<file path="config.mk">
export PLATFORM = sky130hd
export DESIGN_NAME = interrupt_controller
export DESIGN_NICKNAME = d
export VERILOG_FILES = /design/src/rtl/interrupt_controller.sv
export SDC_FILE = /design/constraint.sdc
export NUM_CORES = 1
export LEC_CHECK = 0
export CAP_MARGIN = 5
export CORE_UTILIZATION = 35
export DETAILED_ROUTE_END_ITERATION = 7
export GPL_TIMING_DRIVEN = 0
export PLACE_DENSITY = 0.74
export RECOVER_POWER = 50
export SLEW_MARGIN = 20
export SYNTH_ARGS = -nofsm -noshare
export SYNTH_HDL_FRONTEND = slang
export SYNTH_SLANG_ARGS = --single-unit
</file>
<file path="constraint.sdc">
create_clock -name clk -period 2.7 [get_ports clk]
set_clock_uncertainty 0.1 [all_clocks]
set_input_delay 0.81 -clock clk [delete_from_list [all_inputs] [get_ports clk]]
set_output_delay 0.81 -clock clk [all_outputs]
set_load 0.005 [all_outputs]
</file>
<file path="src/rtl/interrupt_controller.sv">
// Latches 8 interrupt event pulses as pending, masks them, and picks the lowest
// enabled index. It then runs a req/ack/done handshake with the CPU, one interrupt at a time.
module interrupt_controller #(
  parameter logic [7:0] RESET_MASK = 8'h00
) (
  input  logic       clk,
  input  logic       rst,
  input  logic [7:0] irqPulse,
  input  logic       maskWe,
  input  logic [7:0] maskIn,
  input  logic       intAck,
  input  logic       intDone,
  output logic       intReq,
  output logic [2:0] intVector,
  output logic       inService,
  output logic [7:0] pendingOut,
  output logic [7:0] maskOut
);

  typedef enum logic [1:0] {
    IDLE    = 2'd0,
    REQ     = 2'd1,
    SERVICE = 2'd2
  } state_t;

  state_t     state_q, state_d;
  logic [7:0] pending_q, pending_d;
  logic [7:0] mask_q, mask_d;
  logic [2:0] vec_q, vec_d;
  logic       req_q, req_d;
  logic       insvc_q, insvc_d;
  logic [7:0] enabled;

  // Bit 0 wins: scan downward so the last hit is the lowest index.
  function automatic logic [2:0] lowest_set(input logic [7:0] v);
    logic [2:0] r;
    r = 3'd0;
    for (int i = 7; i >= 0; i--) begin
      if (v[i]) r = i[2:0];
    end
    return r;
  endfunction

  assign enabled = pending_q & mask_q;

  always_comb begin
    state_d   = state_q;
    pending_d = pending_q;
    mask_d    = maskWe ? maskIn : mask_q;
    vec_d     = vec_q;
    req_d     = 1'b0;
    insvc_d   = 1'b0;

    case (state_q)
      IDLE: begin
        if (|enabled) begin
          state_d = REQ;
          vec_d   = lowest_set(enabled);
          req_d   = 1'b1;
        end
      end
      REQ: begin
        // Vector stays frozen here; ack wins over the source being masked.
        if (intAck) begin
          pending_d[vec_q] = 1'b0;
          state_d          = SERVICE;
          insvc_d          = 1'b1;
        end else if (!mask_q[vec_q]) begin
          state_d = IDLE;
        end else begin
          req_d = 1'b1;
        end
      end
      SERVICE: begin
        if (intDone) begin
          state_d = IDLE;
        end else begin
          insvc_d = 1'b1;
        end
      end
      default: state_d = IDLE;
    endcase

    // A new event on the acknowledged source re-arms it.
    pending_d = pending_d | irqPulse;
  end

  always_ff @(posedge clk) begin
    if (rst) begin
      state_q   <= IDLE;
      pending_q <= 8'h00;
      mask_q    <= RESET_MASK;
      vec_q     <= 3'd0;
      req_q     <= 1'b0;
      insvc_q   <= 1'b0;
    end else begin
      state_q   <= state_d;
      pending_q <= pending_d;
      mask_q    <= mask_d;
      vec_q     <= vec_d;
      req_q     <= req_d;
      insvc_q   <= insvc_d;
    end
  end

  assign intReq     = req_q;
  assign intVector  = vec_q;
  assign inService  = insvc_q;
  assign pendingOut = pending_q;
  assign maskOut    = mask_q;

endmodule

</file>
======== After elaboration in Yosys (flattened, before gate mapping) ========
Index checks and enable logic that the tools add are counted.
word-level totals
  register bits ........................... 23
  logic and storage cells ................. 48
  bits of input ports ..................... 21
operators by class
  reduce and logical (&&, ||, !) cells .... 5
  eq/ne operators ......................... 5
  bitwise operators ....................... 4
  muxes and demuxes ....................... 26
  magnitude comparators ................... 2
operators with widths
  kind                  number
  $mux W3               8
  $and A8 B8 Y8         2
  $mux W8               2
  $mux W2               4
  $not A8 Y8            1
  $or A8 B8 Y8          1
  $reduce_or A8 Y1      1
  $mux W1               7
  $pmux W2 S3           1
  $lt A3 B4 Y1 const B  1
  $ne A2 B2 Y1 const B  2
  $pmux W1 S2           2
  $bmux W1 S3           1
  $demux W1 S3          1
  $ge A3 B1 Y1 const B  1
  $ne A3 B3 Y1 const B  1
  $reduce_and A3 Y1     1
  $eq A2 B1 Y1 const B  1
  $eq A2 B2 Y1 const B  1
  $logic_not A2 Y1      1
  $reduce_and A2 Y1     1
  $logic_and A1 B1 Y1   1

======== Logic depth before layout (Yosys ltp) ========
Gate-level depths: netlist of the first run.
  word-level depth ........................ 9
  depth in mapped cells ................... 6

======== Least setup slack after synthesis of the first run ========
OpenSTA, ideal clock, no wires.
  kind .................................... reg2reg
  start ................................... register vec_q[0], in the netlist intVector[0]
  end ..................................... register state_q[0]
  cell stages (with the launch flop) ...... 6
  buffers on the path ..................... 1
  clock period less this slack ............ 1.828 ns
  arrival time ............................ 1.657 ns
  path slack .............................. 0.872 ns
  setup time .............................. 0.071 ns
  required time ........................... 2.529 ns
  cell sequence ........................... dfxtp_1 buf_6 mux4_2 o2111a_1 or3_1 a21oi_1
between the ends
  longest elaborated chain between the ends .. 4
ends and longest elaborated chain
  what                                line  source
  from (decl)                         29    logic [2:0] vec_q, vec_d;
  from (signal assigned)              100   vec_q <= vec_d;
  $bmux W1 S3                         68    end else if (!mask_q[vec_q]) begin
  $mux W1 (implied by the code)       68
  $ne A3 B3 Y1 (no source line)       n/a
  $reduce_and A3 Y1 (no source line)  n/a
  to (signal assigned)                97    state_q <= state_d;
  to (decl)                           26    state_t state_q, state_d;
Every way passes these cells. The select of a mux whose other input is x is not followed.
A chain may end at the register's enable or synchronous reset.

======== Final worst setup path of the first run ========
  start ................................... register mask_q[4], in the netlist maskOut[4]
  end ..................................... output port maskOut[4]
RTL lines
  what                    line  source
  from (decl)             28    logic [7:0] mask_q, mask_d;
  from (signal assigned)  99    mask_q <= mask_d;
  to (decl)               17    output logic [7:0] maskOut
No word-level cell between the ends.

==> results of run 1 <==
-- sequential cells by signal, summed over array words and instances, names as in the netlist --
signal and count:
state_q 2, intVector 3, inService 1, maskOut 8
intReq 1, pendingOut 8
-- worst register-to-register path, stage by stage (launching register included) --
cell and delay (ps):
dfxtp_1 350, clkbuf_1 310, mux4_2 380, o2111a_1 280, or3_1 350, a21oi_1 120
-- layout make-up --
type | count | area [sq um] | share of cell area
plain buffers | 6 | 30.03 | 0.01942
clock buffers | 4 | 26.28 | 0.01699
inverters | 5 | 18.77 | 0.01214
multi-input cells | 91 | 571.8 | 0.3697
flip-flops and latches | 23 | 460.4 | 0.2977
well taps | 31 | 38.79 | 0.02508
repair buffers | 40 | 400.4 | 0.2589
-- cell families (layout without fill, tap and decap cells) --
logic type      after synthesis  after routing  synth area share
compound gates               31             31            0.1806
fa+ha+maj                     3              3           0.03473
buf+inv                      11             55           0.04514
flops                        23             23            0.4259
mux                          11             11            0.1134
simple gates                 46             46            0.2002
-- routing by layer --
metal,track usage,vias up,wire (um)
li1,-,531,-
met1,0.2282,484,1204
met2,0.3073,45,1255
met3,0.03175,5,204
met4,0.06272,0,40
met5,0,-,0
-- stage by stage --
stage,util,std cells
3_5_place_dp,0.5374,196
4_1_cts,0.5467,200
3_3_place_gp,0.5374,196
5_1_grt,0.5467,200
2_1_floorplan,-,125
6_report,0.5467,200
-- final timing paths --
kind | start | endpoint | slack, ps | cells past startpoint
worst min register to register | state_q[0] | state_q[0] | 420 | 2
worst min-delay path | state_q[0] | state_q[0] | 420 | 2
worst max register to register | intVector[2] | state_q[0] | 750 | 5
worst max-delay path | maskOut[4] | maskOut[4] | 510 | 1
-- synth_stat cells, types with 2 or more instances --
cell | n | area, sq um
nand4_1 | 3 | 18.77
nand3_1 | 5 | 25.02
or3_1 | 2 | 12.51
a22oi_1 | 5 | 37.54
mux2i_1 | 10 | 100.1
nor2b_1 | 3 | 18.77
o21ai_0 | 5 | 25.02
ha_1 | 3 | 37.54
nor2_1 | 19 | 71.32
nand2_1 | 8 | 30.03
dfxtp_1 | 23 | 460.4
nand2b_1 | 2 | 12.51
nand3b_1 | 2 | 15.01
a21oi_1 | 14 | 70.07
clkbuf_1 | 5 | 18.77
inv_1 | 5 | 18.77
-- power by group through the flow --
stage               clock network [mW]  registers [mW]  logic, mW
floorplan                            0           0.402      0.133
global placement                     0           0.406      0.233
detailed placement                   0           0.409      0.240
CTS                              0.160           0.401      0.241
global route                     0.173           0.406      0.270
finish                           0.157           0.400      0.240
==> metrics.csv, run 1 <==
stage,metric,value,unit
clocking,cts_resized,0,
pwr,leakagePower,0.5915,nW
grt,grt_max_degree,13,
pwr,power.internal,554.6,uW
detailed_routing,drt-total-wl,2.704,mm
clocking,numClockSinks,23,
final_layout,final_nets,194,
clocking,post_cts_buffers,0,
timing,final.setup.worst_slack,505.9,ps
setup_path,critPathLaunchType,register,
detailed_routing,wl_per_cell,13.52,um
pwr,ir_drop,0.3119,mV
synthesis,synth-edff-count,0,
detailed_routing,drc,3,
pwr,power_frac_seq,0.502,
setup_path,criticalPathCategory,register to primary output,
die,ioPinCount,42,
timing,holdWs,422.2,ps
timing,finalSetupViolCount,0,
grt,antenna_found_initial,0,
clocking,path_clk_slew,110,ps
timing,min_period,2194,ps
detailed_routing,num_vias,1065,
setup_path,cp_top_family,buffers and inverters,
synthesis,syn_area,1081,sq um
setup_path,cpMaxStageDelayCell,clkdlybuf4s50_1,
clocking,cts_buffer_depth,2,
pwr,total_power,796.1,uW
timing,grt_setup_unrepaired,false,
synthesis,async_reset_ff_frac,0,
grt,grtUsageTotal,0.1802,
detailed_routing,drt_iter0_markers,29,
synthesis,synth_top_flop_cell,dfxtp_1,
pwr,p_clk_frac,0.197,
pwr,powerDensity,514.8,nW/um^2
synthesis,synth_warnings,0,
detailed_routing,ant_nets,0,
clocking,cts-root-buf,clkbuf_4,
die,rows,19,
final_layout,fillers,268,
timing,slew_viol_final,0,
setup_path,critical_path_peak_fanout,5,
clocking,holdBufCountCts,0,
setup_path,cp.required,1790,ps
final_layout,diodes,0,
outcome,failed_checks,DRC,
final_layout,fin_area,1546,sq um
final_layout,final_common_cell,clkdlybuf4s50_1,
timing,hold_viol_final,0,
setup_path,worstPathArrival,1280,ps
die,dieArea,3315,sq um
place,dpl_cell_area,1520,sq um
clocking,h-tree-depth,1,
clocking,clock_latency,310,ps
place,post-place-ws,371.7,ps
final_layout,area_growth,43.06,%
die,die_h,57.58,um
flow_run,max-cap-violations,0,
outcome,status,"complete, but fails checks",
synthesis,syn_inst,125,
min_path,worstHoldPathType,register to register,
setup_path,crit_buf_inv,1,
clocking,numCtsBuffers,3,
timing,timing.fmax,455.8,MHz
timing,worstMarginPinSlew,547.9,ps
grt,grt_pass1_wl,4.657,mm
timing,fin_tns_setup,0,ps
timing,slew_headroom,0.6347,
setup_path,crit_chain,clkdlybuf4s50_1,
grt,overflow,0,
detailed_routing,drt_pass1_iterations,6,
place,finalWeightedCongestion,0.9222,
setup_path,cp_slowest_stage_delay,540,ps
setup_path,end_kind,primary output,
synthesis,synth_cell_types,27,
pwr,power_switching_share,0.3034,
final_layout,layout-drive-gt1-share,0.02959,
die,die_x,57.58,um
synthesis,syn_nets,149,
die,core,2829,sq um
place,hpwl,2.133,mm
synthesis,yosysSeqAreaShare,0.4259,
detailed_routing,vias_per_cell,5.325,
grt,grt_pass1_vias,1048,
place,port_buffers,40,
pwr,combinationalPowerShare,0.301,
synthesis,ys_ff_latch,23,
clocking,cts_tree,built,
die,start_util,0.3821,
timing,finalCritPeriodShare,0.8126,
synthesis,syn_avg_cell_area,8.648,sq um
final_layout,final_cell_mix,"clkdlybuf4s50_1, dfxtp_1, nor2_1, a21oi_1, mux2i_1",
pwr,p_switching,241.5,uW
Note: power is estimated with default switching activity, not from simulation.
==> inputs of run 2 (changes only) <==
Settings changed: PLACE_DENSITY 0.74 to 0.77.
Clock period 2.7 ns to 2 ns, I/O delays scaled along.
==> metrics.csv, run 2 (same netlist as run 1, synthesis figures left out) <==
stage,metric,value,unit
outcome,status,"complete, but fails checks",
outcome,failed_checks,DRC,
final_layout,diodes,0,
die,core,2829,sq um
pwr,leakagePower,0.5948,nW
clocking,cts_tree,built,
timing,grt_setup_unrepaired,true,
timing,final.setup.worst_slack,44.95,ps
setup_path,cp.required,1300,ps
pwr,ir_drop,0.3482,mV
place,dpl_cell_area,1520,sq um
min_path,worstHoldPathType,register to register,
setup_path,crit_chain,clkdlybuf4s50_1,
detailed_routing,num_vias,1082,
setup_path,crit_buf_inv,1,
die,rows,19,
place,port_buffers,40,
place,post-place-ws,-118.0,ps
place,hpwl,2.134,mm
clocking,h-tree-depth,1,
clocking,numCtsBuffers,3,
detailed_routing,vias_per_cell,5.410,
detailed_routing,drt_iter0_markers,56,
setup_path,critPathLaunchType,register,
setup_path,critical_path_peak_fanout,5,
final_layout,area_growth,44.91,%
die,dieArea,3315,sq um
grt,grt_max_degree,13,
setup_path,end_kind,primary output,
setup_path,cp_slowest_stage_delay,530,ps
pwr,powerDensity,692.8,nW/um^2
clocking,cts_resized,0,
timing,fin_tns_setup,0,ps
detailed_routing,drc,2,
clocking,cts-root-buf,clkbuf_4,
timing,holdWs,432.0,ps
clocking,numClockSinks,23,
final_layout,fin_area,1567,sq um
timing,finalCritPeriodShare,0.9775,
flow_run,max-cap-violations,0,
final_layout,layout-drive-gt1-share,0.1124,
setup_path,cpMaxStageDelayCell,clkdlybuf4s50_1,
timing,slew_viol_final,0,
die,ioPinCount,42,
grt,grtUsageTotal,0.1788,
grt,overflow,0,
timing,min_period,1955,ps
timing,worstMarginPinSlew,542.7,ps
timing,slew_headroom,0.6382,
setup_path,crit-reg2reg-launch,intVector[0],
final_layout,post-route-util,0.5537,
place,finalWeightedCongestion,0.8878,
min_path,hold_path_startpoint,pendingOut[6],
die,die_h,57.58,um
grt,grt_pass1_vias,1057,
clocking,cts_buffer_depth,2,
detailed_routing,drt_pass1_iterations,6,
setup_path,r2r-end,state_q[0],
clocking,clock_latency,310,ps
setup_path,rr_worst_depth,5,
setup_path,cp_top_family,buffers and inverters,
detailed_routing,wl_per_cell,13.52,um
final_layout,final_common_cell,clkdlybuf4s50_1,
final_layout,final_cell_mix,"clkdlybuf4s50_1, nor2_1, a21oi_1, dfxtp_2, dfxtp_1",
die,start_util,0.3821,
grt,grt_pass1_wl,4.629,mm
min_path,whs_path_depth,2,
final_layout,final_nets,194,
clocking,post_cts_buffers,0,
clocking,path_clk_slew,120,ps
pwr,total_power,1.085,mW
setup_path,criticalPathCategory,register to primary output,
setup_path,cp_num_cells,1,
place,dp.cells,196,
grt,antenna_found_initial,0,
die,die_x,57.58,um
setup_path,r2r_setup_slack,70,ps
clocking,holdBufCountCts,0,
detailed_routing,drt-total-wl,2.704,mm
min_path,holdPathEnd,pendingOut[6],
setup_path,worstPathArrival,1260,ps
final_layout,finalNonFillerCells,200,
detailed_routing,ant_nets,0,
timing,timing.fmax,511.5,MHz
timing,hold_viol_final,0,
timing,finalSetupViolCount,0,
## run 2: worst register-to-register path, delay by kind of cell, from the launching register on
kind / cells / cell delay, ps
flops: 1 / 350
buf+inv: 1 / 130
simple gates: 1 / 360
compound gates: 2 / 410
mux: 1 / 510
## run 2: power by group
group,switching [mW],internal (mW),leakage (nW)
Combinational,0.157,0.174,0.386
Sequential,0.0404,0.504,0.194
Clock,0.133,0.0779,0.0150
Total,0.330,0.755,0.595
## run 2: how the worst max path moves through the flow
stage / startpoint / end / slack, ps
2_1_floorplan: intVector[0] / state_q[0] / 170
5_1_grt: intVector[0] / state_q[0] / -30
3_3_place_gp: intAck / pendingOut[4] / -60
6_report: maskOut[5] / maskOut[5] / 40
4_1_cts: maskOut[0] / maskOut[0] / 3
3_5_place_dp: intAck / state_q[0] / -120
## run 2: cell type report
| class | instances | area (sq um) |
|---|---|---|
| plain buffers | 6 | 31.28 |
| inverters | 5 | 18.77 |
| multi-input cells | 91 | 575.6 |
| clock buffers | 4 | 26.28 |
| repair buffers | 40 | 400.4 |
| well taps | 31 | 38.79 |
| fillers | 271 | 1262 |
| flip-flops and latches | 23 | 475.5 |
## run 2: metal layers
metal / vias up / routed length (um) / track usage
met5: - / 0 / 0
met4: 0 / 31 / 0.07666
met3: 5 / 191 / 0.02721
met2: 45 / 1297 / 0.2940
met1: 502 / 1183 / 0.2318
li1: 530 / - / -
